===== config.mk =====
export PLATFORM = sky130hd
export DESIGN_NAME = rle_run_arbiter
export DESIGN_NICKNAME = d
export VERILOG_FILES = /design/src/rtl/rle_pkg.sv /design/src/rtl/rle_rr_picker.sv /design/src/rtl/rle_run_arbiter.sv
export SDC_FILE = /design/constraint.sdc
export NUM_CORES = 1
export LEC_CHECK = 0
export ABC_AREA = 0
export CAP_MARGIN = 20
export CORE_MARGIN = 2
export CORE_UTILIZATION = 41
export CTS_CLUSTER_SIZE = 24
export DETAILED_ROUTE_END_ITERATION = 16
export PLACE_DENSITY = 0.66
export SLEW_MARGIN = 5
export SYNTH_ARGS = -nofsm -noshare
export SYNTH_HDL_FRONTEND = slang
export SYNTH_SLANG_ARGS = --single-unit

===== constraint.sdc =====
create_clock -name CLK -period 3.9 [get_ports CLK]
set_clock_uncertainty 0.1 [all_clocks]
set_input_delay 0.975 -clock CLK [delete_from_list [all_inputs] [get_ports CLK]]
set_output_delay 0.975 -clock CLK [all_outputs]
set_load 0.01 [all_outputs]

===== src/rtl/rle_pkg.sv =====
// Shared definitions for the RLE run arbiter: field widths, packet framing, FSM states.
// No logic; constants and types only.
// Not applicable (no handshakes in a package).
package rle_pkg;

    // Field widths for the default line geometry (640 pixels, runs up to 12).
    localparam int XW = $clog2(640);
    localparam int CW = $clog2(12);

    // Every packet opens with this tag in the top two bits of its first byte.
    localparam logic [1:0] SYNC_TAG = 2'b10;

    // Bytes per serialised run record.
    localparam int PKT_LEN = 4;

    typedef enum logic {
        IDLE = 1'b0,
        SEND = 1'b1
    } arb_state_e;

endpackage


===== src/rtl/rle_rr_picker.sv =====
// Round-robin first-one finder: nearest set request at or above ptr, wrapping.
// Latency: purely combinational.
// Backpressure: none; the caller decides when the grant is taken.
module rle_rr_picker #(
    parameter int NumReq = 3
) (
    input  logic [NumReq-1:0] req,
    input  logic [1:0]        ptr,
    output logic [1:0]        grant,
    output logic              any
);

    logic [2:0] sum;

    // Walk from the farthest candidate down to ptr so the nearest set request is assigned last and wins.
    always_comb begin
        grant = '0;
        any   = 1'b0;
        sum   = '0;
        for (int i = NumReq - 1; i >= 0; i--) begin
            sum = {1'b0, ptr} + 3'(i);
            if (sum >= 3'(NumReq)) begin
                sum = sum - 3'(NumReq);
            end
            if (req[sum[1:0]]) begin
                grant = sum[1:0];
                any   = 1'b1;
            end
        end
    end

endmodule


===== src/rtl/rle_run_arbiter.sv =====
// Collects run records from per-channel RLE engines and serialises them round-robin as 4-byte packets.
// Latency: record pulse at edge t is captured at t; first packet byte is valid after edge t+1.
// Backpressure: bytes hold while i_tx_ready is low; a full slot drops new records and flags o_overflow.
module rle_run_arbiter
    import rle_pkg::*;
#(
    parameter int NumChannels   = 3,
    parameter int ChannelLength = 640,
    parameter int MaxRunLength  = 12,
    localparam int XBITS = $clog2(ChannelLength),
    localparam int CBITS = $clog2(MaxRunLength)
) (
    input  logic                           CLK,
    input  logic                           RST,
    input  logic [NumChannels-1:0]         i_run_ready,
    input  logic [8*NumChannels-1:0]       i_run_val,
    input  logic [CBITS*NumChannels-1:0]   i_run_count,
    input  logic [XBITS*NumChannels-1:0]   i_run_start_x,
    output logic [7:0]                     o_tx_data,
    output logic                           o_tx_valid,
    input  logic                           i_tx_ready,
    input  logic                           i_clr_ovf,
    output logic [NumChannels-1:0]         o_overflow,
    output logic                           o_busy
);

    logic [NumChannels-1:0] slot_full;
    logic [7:0]             slot_val [NumChannels];
    logic [CBITS-1:0]       slot_cnt [NumChannels];
    logic [XBITS-1:0]       slot_x   [NumChannels];

    arb_state_e             state;
    logic [1:0]             byte_idx;
    logic [1:0]             rr_ptr;
    logic [23:0]            tx_rest;

    logic [1:0]             pick_idx;
    logic                   pick_any;
    logic                   last_xfer;
    logic                   grant;
    logic [1:0]             next_ptr;
    logic [NumChannels-1:0] release_vec;
    logic [NumChannels-1:0] take;
    logic [NumChannels-1:0] drop;
    logic [31:0]            grant_pkt;

    rle_rr_picker #(
        .NumReq (NumChannels)
    ) u_picker (
        .req   (slot_full),
        .ptr   (rr_ptr),
        .grant (pick_idx),
        .any   (pick_any)
    );

    // Decide the grant, which slots release/capture/drop, and the packet for the granted slot.
    always_comb begin
        last_xfer = (state == SEND) && o_tx_valid && i_tx_ready && (byte_idx == 2'(PKT_LEN - 1));
        grant     = pick_any && ((state == IDLE) || last_xfer);
        next_ptr  = (pick_idx == 2'(NumChannels - 1)) ? 2'd0 : pick_idx + 2'd1;
        for (int k = 0; k < NumChannels; k++) begin
            release_vec[k] = grant && (pick_idx == 2'(k));
            take[k]        = i_run_ready[k] && (!slot_full[k] || release_vec[k]);
            drop[k]        = i_run_ready[k] && slot_full[k] && !release_vec[k];
        end
        grant_pkt = {SYNC_TAG, pick_idx, 4'(slot_cnt[pick_idx]),
                     16'(slot_x[pick_idx]), slot_val[pick_idx]};
    end

    // Slot occupancy and the sticky overflow flags; a new drop beats a clear.
    always_ff @(posedge CLK) begin
        if (!RST) begin
            slot_full  <= '0;
            o_overflow <= '0;
        end else begin
            slot_full  <= (slot_full & ~release_vec) | take;
            o_overflow <= (i_clr_ovf ? '0 : o_overflow) | drop;
        end
    end

    // Record payload registers; contents only matter while the slot is full.
    always_ff @(posedge CLK) begin
        for (int k = 0; k < NumChannels; k++) begin
            if (take[k]) begin
                slot_val[k] <= i_run_val[8*k +: 8];
                slot_cnt[k] <= i_run_count[CBITS*k +: CBITS];
                slot_x[k]   <= i_run_start_x[XBITS*k +: XBITS];
            end
        end
    end

    // Serialiser FSM: grant loads all four bytes, each accepted byte shifts the next one out.
    always_ff @(posedge CLK) begin
        if (!RST) begin
            state      <= IDLE;
            byte_idx   <= '0;
            rr_ptr     <= '0;
            o_tx_valid <= 1'b0;
            o_tx_data  <= '0;
            tx_rest    <= '0;
        end else if (grant) begin
            state      <= SEND;
            byte_idx   <= '0;
            rr_ptr     <= next_ptr;
            o_tx_valid <= 1'b1;
            o_tx_data  <= grant_pkt[31:24];
            tx_rest    <= grant_pkt[23:0];
        end else if ((state == SEND) && o_tx_valid && i_tx_ready) begin
            if (last_xfer) begin
                state      <= IDLE;
                byte_idx   <= '0;
                o_tx_valid <= 1'b0;
            end else begin
                byte_idx  <= byte_idx + 2'd1;
                o_tx_data <= tx_rest[23:16];
                tx_rest   <= {tx_rest[15:0], 8'h00};
            end
        end
    end

    assign o_busy = (state != IDLE) || (|slot_full);

endmodule


==> results of run 1 <==
cell usage after synthesis:
cell,count,area [sq um]
a21boi_0,1,7.51
and3b_1,1,8.76
a222oi_1,17,170
clkbuf_1,13,48.8
a32o_1,3,30.0
nor2b_1,6,37.5
buf_4,2,15.0
a2bb2oi_1,1,8.76
nor3_1,1,5.00
nor3b_1,1,7.51
mux2i_1,1,10.0
o21a_1,3,22.5
o21ai_1,1,5.00
maj3_1,1,10.0
nand3b_1,2,15.0
a211oi_1,11,82.6
o41ai_2,1,16.3
o21ai_0,11,55.1
and3_1,2,12.5
ha_1,3,37.5
or4b_1,1,10.0
a31oi_1,1,6.26
buf_6,2,22.5
edfxtp_1,66,1980
buf_2,7,35.0
a41oi_1,5,43.8
o22ai_1,1,6.26
dfxtp_1,43,861
nor2_1,30,113
a32oi_1,5,43.8
nand2_1,32,120
a21oi_1,33,165
nand3_1,18,90.1
inv_1,5,18.8
path summary, 6_finish.rpt:
path	from	end	slack, ps
setup / recovery	rr_ptr[0]$_SDFFE_PN0P_	slot_x[0][5]$_DFFE_PP_	820
setup reg to reg	rr_ptr[0]$_SDFFE_PN0P_	slot_x[0][5]$_DFFE_PP_	820
hold / removal	tx_rest[12]$_SDFFE_PN0P_	tx_rest[20]$_SDFFE_PP0P_	360
hold reg to reg	tx_rest[12]$_SDFFE_PN0P_	tx_rest[20]$_SDFFE_PP0P_	360
metal layers:
metal | vias to the layer above | GRT usage (%)
li1 | 1427 | -
met2 | 97 | 29.1
met4 | 0 | 6.85
met5 | - | 0
met3 | 9 | 2.76
met1 | 1387 | 21.3
per-stage QoR:
step	util, %	hold slack (ps)
3_5_place_dp	52.3	344
6_report	54.3	358
5_1_grt	54.3	373
2_1_floorplan	-	332
4_1_cts	54.3	359
3_3_place_gp	52.3	337
sequential cells by signal (all words and copies together) (netlist names):
| signal | count |
|---|---|
| o_tx_data | 8 |
| slot_val | 24 |
| o_overflow | 3 |
| slot_x | 30 |
| tx_rest | 24 |
| slot_full | 3 |
| rr_ptr | 2 |
| slot_cnt | 12 |
| state | 1 |
| byte_idx | 2 |
worst register-to-register path, delay by kind of cell, from the launching register on:
| kind | cells | cell delay (ps) |
|---|---|---|
| AND/OR/NAND/NOR | 3 | 1290 |
| AO/OA/AOI/OAI | 1 | 260 |
| buffers and inverters | 2 | 370 |
| flip-flops | 1 | 350 |
| adder cells (fa/ha/maj) | 1 | 380 |
area by class of cell:
class / instances / area [sq um]
clock inverters: 6 / 70.1
fillers: 869 / 4470
inverters: 5 / 18.8
flip-flops and latches: 109 / 2840
well taps: 133 / 166
repair buffers: 94 / 918
multi-input cells: 193 / 1160
clock buffers: 10 / 128
report_power, final:
part | internal (mW) | switching (mW) | leakage (nW)
clock network | 0.303 | 0.378 | 0.101
logic | 0.318 | 0.432 | 0.732
registers | 1.39 | 0.0821 | 0.985
cell families (layout without fill, tap and decap cells):
group / count (synthesis) / after routing / synth area share [%]
buf+inv: 29 / 115 / 3.40
fa+ha+maj: 4 / 4 / 1.15
mux: 1 / 1 / 0.243
compound gates: 94 / 94 / 16.1
simple gates: 94 / 94 / 10.2
flops: 109 / 109 / 69.0
==> results.tsv, run 1 <==
stage	metric	value	unit
run_status	status	complete, no violations	
yosys	Synth cell types	34	
detailed_routing	DRC	0	
clocking	clock sinks	109	
critical_path	CP Max Fanout	24	
yosys	post-synth net total	407	
critical_path	worst setup path class	reg -> reg	
critical_path	crit path capture type	flop	
clocking	Root Buffer Master	clkbuf_8	
yosys	synthesized area per cell	12.5	sq um
critical_path	slowest stage cell, crit path	or4b_1	
timing	Final Worst Setup Slack	825	ps
power_and_ir_drop	total power	2.91	mW
critical_path	worst path required time	3840	ps
critical_path	startpoint types	flop	
layout	Final Non-Filler Cells	550	
placement	Post-DP Area	5110	sq um
hold_path	hold depth	2	
detailed_routing	WL/cell	16.4	um
layout	area grow syn2layout	28.8	%
placement	Routability Congestion	0.749	
yosys	number of synthesized register bits	109	
detailed_routing	post-DR vias/cell	5.31	
placement	placed insts	534	
global_route	Tot GR Track Use	16.9	%
detailed_routing	drt first-iter violations	240	
clocking	Bufs on Longest Clock Path	2	
timing	Final Hold Viols	0	
global_route	grt total ovfl	0	
global_route	first-pass GRT wire length	14500	um
die	Die Y	104	um
critical_path	worst path cell trace	inv_1, ha_1, nor3_1, or4b_1, a21oi_1, nor2b_2, buf_4	
detailed_routing	final wirelength	9000	um
yosys	YS warnings	0	
timing	Slew headroom	38.0	%
timing	Slew Viols, Final	0	
placement	pre-CTS WS	847	ps
placement	Post-DP HPWL	6050	um
yosys	Post-Synthesis Cells	331	
clocking	CTS tree	yes	
timing	Fmax achieved	0.325	GHz
die	Rows	36	
critical_path	r2r worst-path depth	7	
clocking	H-tree lvl count	3	
clocking	clk slew on worst S/H paths	100	ps
power_and_ir_drop	Lkg Pwr	1.82	nW
layout	number of antenna diodes	0	
critical_path	CP Buf/Inv Count	2	
power_and_ir_drop	worst vdd ir	0.000207	V
timing	Setup TNS	0	ps
layout	share of cells above drive strength 1	7.19	%
detailed_routing	M1 WL	3860	um
detailed_routing	Via Count	2920	
detailed_routing	metal2 WL	4580	um
timing	crit path time final	3080	ps
layout	Nets	488	
clocking	CTS Hold Buffers Added	0	
global_route	vias in the first global route	2988	
global_route	largest net degree at the start of global routing	48	
timing	RSZ-0062 raised after global routing	false	
yosys	sequential-to-total area share from yosys stat	69.0	%
critical_path	CP arrival	3010	ps
timing	final setup violation count	0	
layout	most frequent cells in the layout	85 x clkdlybuf4s50_1, 66 x edfxtp_1, 43 x dfxtp_1	
detailed_routing	Highest Signal Layer	met4	
detailed_routing	Detailed Routing Iterations Pass 1	5	
clocking	post-CTS setup buffers	0	
die	initial core utilization	42.2	%
die	I/O Pins	86	
die	core area	9770	sq um
critical_path	CP Depth	7	
detailed_routing	antenna-violating nets left	0	
timing	fin crit share	78.8	%
clocking	Worst-Skew Late Latency	360	ps
hold_path	Hold Crit Class	reg -> reg	
layout	commonest non-fill, non-tap cell in the layout	clkdlybuf4s50_1	
global_route	initial antenna violation count	0	
placement	I/O Buffers	85	
critical_path	CP top delay family	simple AND/OR/NAND/NOR gates	
die	Die ar.	10900	sq um
die	Die W	104	um
clocking	CTS resizes	0	
yosys	synthesized area	4120	sq um
clocking	total CTS buffers	9	
critical_path	CP peak stage delay	800	ps
detailed_routing	Met3 Wirelength	441	um
timing	worst-margin pin slew	930	ps
run	max-cap violations	0	
power_and_ir_drop	Cell Pwr Density	548	nW/um^2
layout	Final Cell Area	5310	sq um
Power figures use the tool's default switching activity.
==> inputs of run 2 (changes only) <==
--- a/config.mk
+++ b/config.mk
@@ -11,7 +11,7 @@
 export CORE_UTILIZATION = 41
 export CTS_CLUSTER_SIZE = 24
 export DETAILED_ROUTE_END_ITERATION = 16
-export PLACE_DENSITY = 0.66
+export PLACE_DENSITY = 0.69
 export SLEW_MARGIN = 5
 export SYNTH_ARGS = -nofsm -noshare
 export SYNTH_HDL_FRONTEND = slang
==> constraint.sdc (replaced) <==
create_clock -name CLK -period 2.6 [get_ports CLK]
set_clock_uncertainty 0.1 [all_clocks]
set_input_delay 0.65 -clock CLK [delete_from_list [all_inputs] [get_ports CLK]]
set_output_delay 0.65 -clock CLK [all_outputs]
set_load 0.01 [all_outputs]
==> results.tsv, run 2 (same netlist as run 1, synthesis figures left out) <==
stage	metric	value	unit
die	initial core utilization	42.2	%
power_and_ir_drop	Switching Share	31.6	%
critical_path	worst path required time	2740	ps
critical_path	r2r endpoint	tx_rest[3]$_SDFFE_PN0P_	
global_route	grt total ovfl	0	
placement	Routability Congestion	0.787	
clocking	Bufs on Longest Clock Path	2	
critical_path	worst r2r src	rr_ptr[1]$_SDFFE_PN0P_	
timing	final setup violation count	0	
critical_path	worst setup path class	reg -> reg	
layout	Largest regs	slot_x x30, slot_val x24, tx_rest x24	
critical_path	CP Buf/Inv Count	3	
critical_path	FF-to-FF setup slack	110	ps
timing	Fmax achieved	0.402	GHz
power_and_ir_drop	worst vdd ir	0.000359	V
layout	share of cells above drive strength 1	13.3	%
timing	hold_ws	363	ps
detailed_routing	antenna-violating nets left	0	
critical_path	Critical Path Source	rr_ptr[1]$_SDFFE_PN0P_	
critical_path	crit path capture type	flop	
placement	pre-CTS WS	-160	ps
clocking	H-tree lvl count	3	
run	max-cap violations	0	
timing	Final Hold Viols	0	
critical_path	CP arrival	2630	ps
timing	Final Worst Setup Slack	110	ps
critical_path	slowest stage cell, crit path	or4b_4	
die	I/O Pins	86	
timing	worst-margin pin slew	418	ps
power_and_ir_drop	Sequential Power Share	48.8	%
detailed_routing	post-DR vias/cell	5.30	
timing	Slew headroom	72.1	%
layout	number of antenna diodes	0	
timing	Slew Viols, Final	0	
global_route	initial antenna violation count	0	
hold_path	Hold Crit Class	reg -> reg	
clocking	CTS Hold Buffers Added	0	
clocking	clk slew on worst S/H paths	100	ps
power_and_ir_drop	Lkg Pwr	1.96	nW
critical_path	CP top delay family	simple AND/OR/NAND/NOR gates	
global_route	vias in the first global route	3015	
global_route	largest net degree at the start of global routing	36	
power_and_ir_drop	combinational power share	29.7	%
critical_path	CP peak stage delay	540	ps
critical_path	r2r worst-path depth	8	
hold_path	Endpoint, Worst Hold	tx_rest[23]$_SDFFE_PP0P_	
power_and_ir_drop	clock power share	21.5	%
layout	most frequent cells in the layout	85 x clkdlybuf4s50_1, 66 x edfxtp_1, 42 x dfxtp_1	
clocking	total CTS buffers	9	
hold_path	hold depth	2	
die	Die Y	104	um
power_and_ir_drop	internal power	3.10	mW
detailed_routing	DRC	0	
detailed_routing	final wirelength	9760	um
die	Die ar.	10900	sq um
detailed_routing	WL/cell	17.1	um
layout	number of flip-flops in the largest register	30	
run_status	status	complete, no violations	
detailed_routing	drt first-iter violations	294	
clocking	CTS tree	yes	
layout	Nets	508	
timing	RSZ-0062 raised after global routing	false	
clocking	Worst-Skew Late Latency	370	ps
clocking	clock sinks	109	
timing	crit path time final	2490	ps
layout	area grow syn2layout	35.4	%
layout	commonest non-fill, non-tap cell in the layout	clkdlybuf4s50_1	
hold_path	hold wc startpoint	tx_rest[23]$_SDFFE_PP0P_	
die	Die W	104	um
die	core area	9770	sq um
layout	Top reg by flops	slot_x	
power_and_ir_drop	Net Sw Power	1.43	mW
timing	fin crit share	95.8	%
clocking	Root Buffer Master	clkbuf_8	
detailed_routing	Via Count	3020	
detailed_routing	Detailed Routing Iterations Pass 1	8	
placement	I/O Buffers	85	
die	Rows	36	
power_and_ir_drop	Cell Pwr Density	813	nW/um^2
critical_path	worst path cell trace	inv_1, ha_1, buf_4, and3_1, or4b_4, buf_12, a222oi_1, a211oi_1	
critical_path	startpoint types	flop	
global_route	first-pass GRT wire length	15100	um
placement	Post-DP HPWL	6340	um
global_route	Tot GR Track Use	17.9	%
critical_path	CP Max Fanout	14	
==> run 2: timing repair <==
action,in CTS,in global routing
pin swaps,0,5
cloned,2,0
endpoints found under the hold margin,0,0
gates resized for setup,6,8
setup endpoints to repair,44,69
setup buffers,0,2
==> run 2: worst reg2reg max path: cells and delay by family (launching register included) <==
kind | cells | cell delay (ps)
compound gates | 2 | 520
fa+ha+maj | 1 | 200
buf+inv | 3 | 400
flops | 1 | 410
simple gates | 2 | 740
==> run 2: worst max-delay path by stage <==
stage / end / cells past startpoint
4_1_cts: slot_cnt[0][1]$_DFFE_PP_ / 7
3_5_place_dp: slot_cnt[1][0]$_DFFE_PP_ / 6
2_1_floorplan: slot_cnt[1][0]$_DFFE_PP_ / 8
5_1_grt: tx_rest[3]$_SDFFE_PN0P_ / 8
3_3_place_gp: slot_cnt[1][0]$_DFFE_PP_ / 6
6_report: tx_rest[3]$_SDFFE_PN0P_ / 8
==> run 2: metal layers <==
metal | GRT usage [%] | part of all wire, %
met2 | 29.0 | 49
met4 | 7.92 | 2.4
met3 | 4.01 | 6.3
met1 | 22.9 | 43
met5 | 0 | 0
==> run 2: per-stage QoR <==
stage	power, mW	area (sq um)	util (%)	std cells	TNS, ps
floorplan	2.98	4150	-	331	-436
global placement	3.45	5270	53.9	550	-4610
global route	4.77	5580	57.1	570	0
finish	4.54	5580	57.1	570	0
CTS	4.47	5500	56.2	568	0
detailed placement	3.49	5270	53.9	550	-5880
==> run 2: layout make-up <==
class,count,area [sq um]
well taps,133,166
multi-input cells,195,1250
fillers,800,4190
clock buffers,10,138
clock inverters,6,50.0
flip-flops and latches,109,2840
repair buffers,112,1120
inverters,5,18.8
==> run 2: power by group through the flow <==
stage | clock network (mW) | registers, mW | logic (mW)
6_report | 0.975 | 2.22 | 1.35
5_1_grt | 1.06 | 2.24 | 1.46
4_1_cts | 0.990 | 2.21 | 1.27
3_5_place_dp | 0 | 2.25 | 1.24
3_3_place_gp | 0 | 2.25 | 1.21
2_1_floorplan | 0 | 2.23 | 0.751
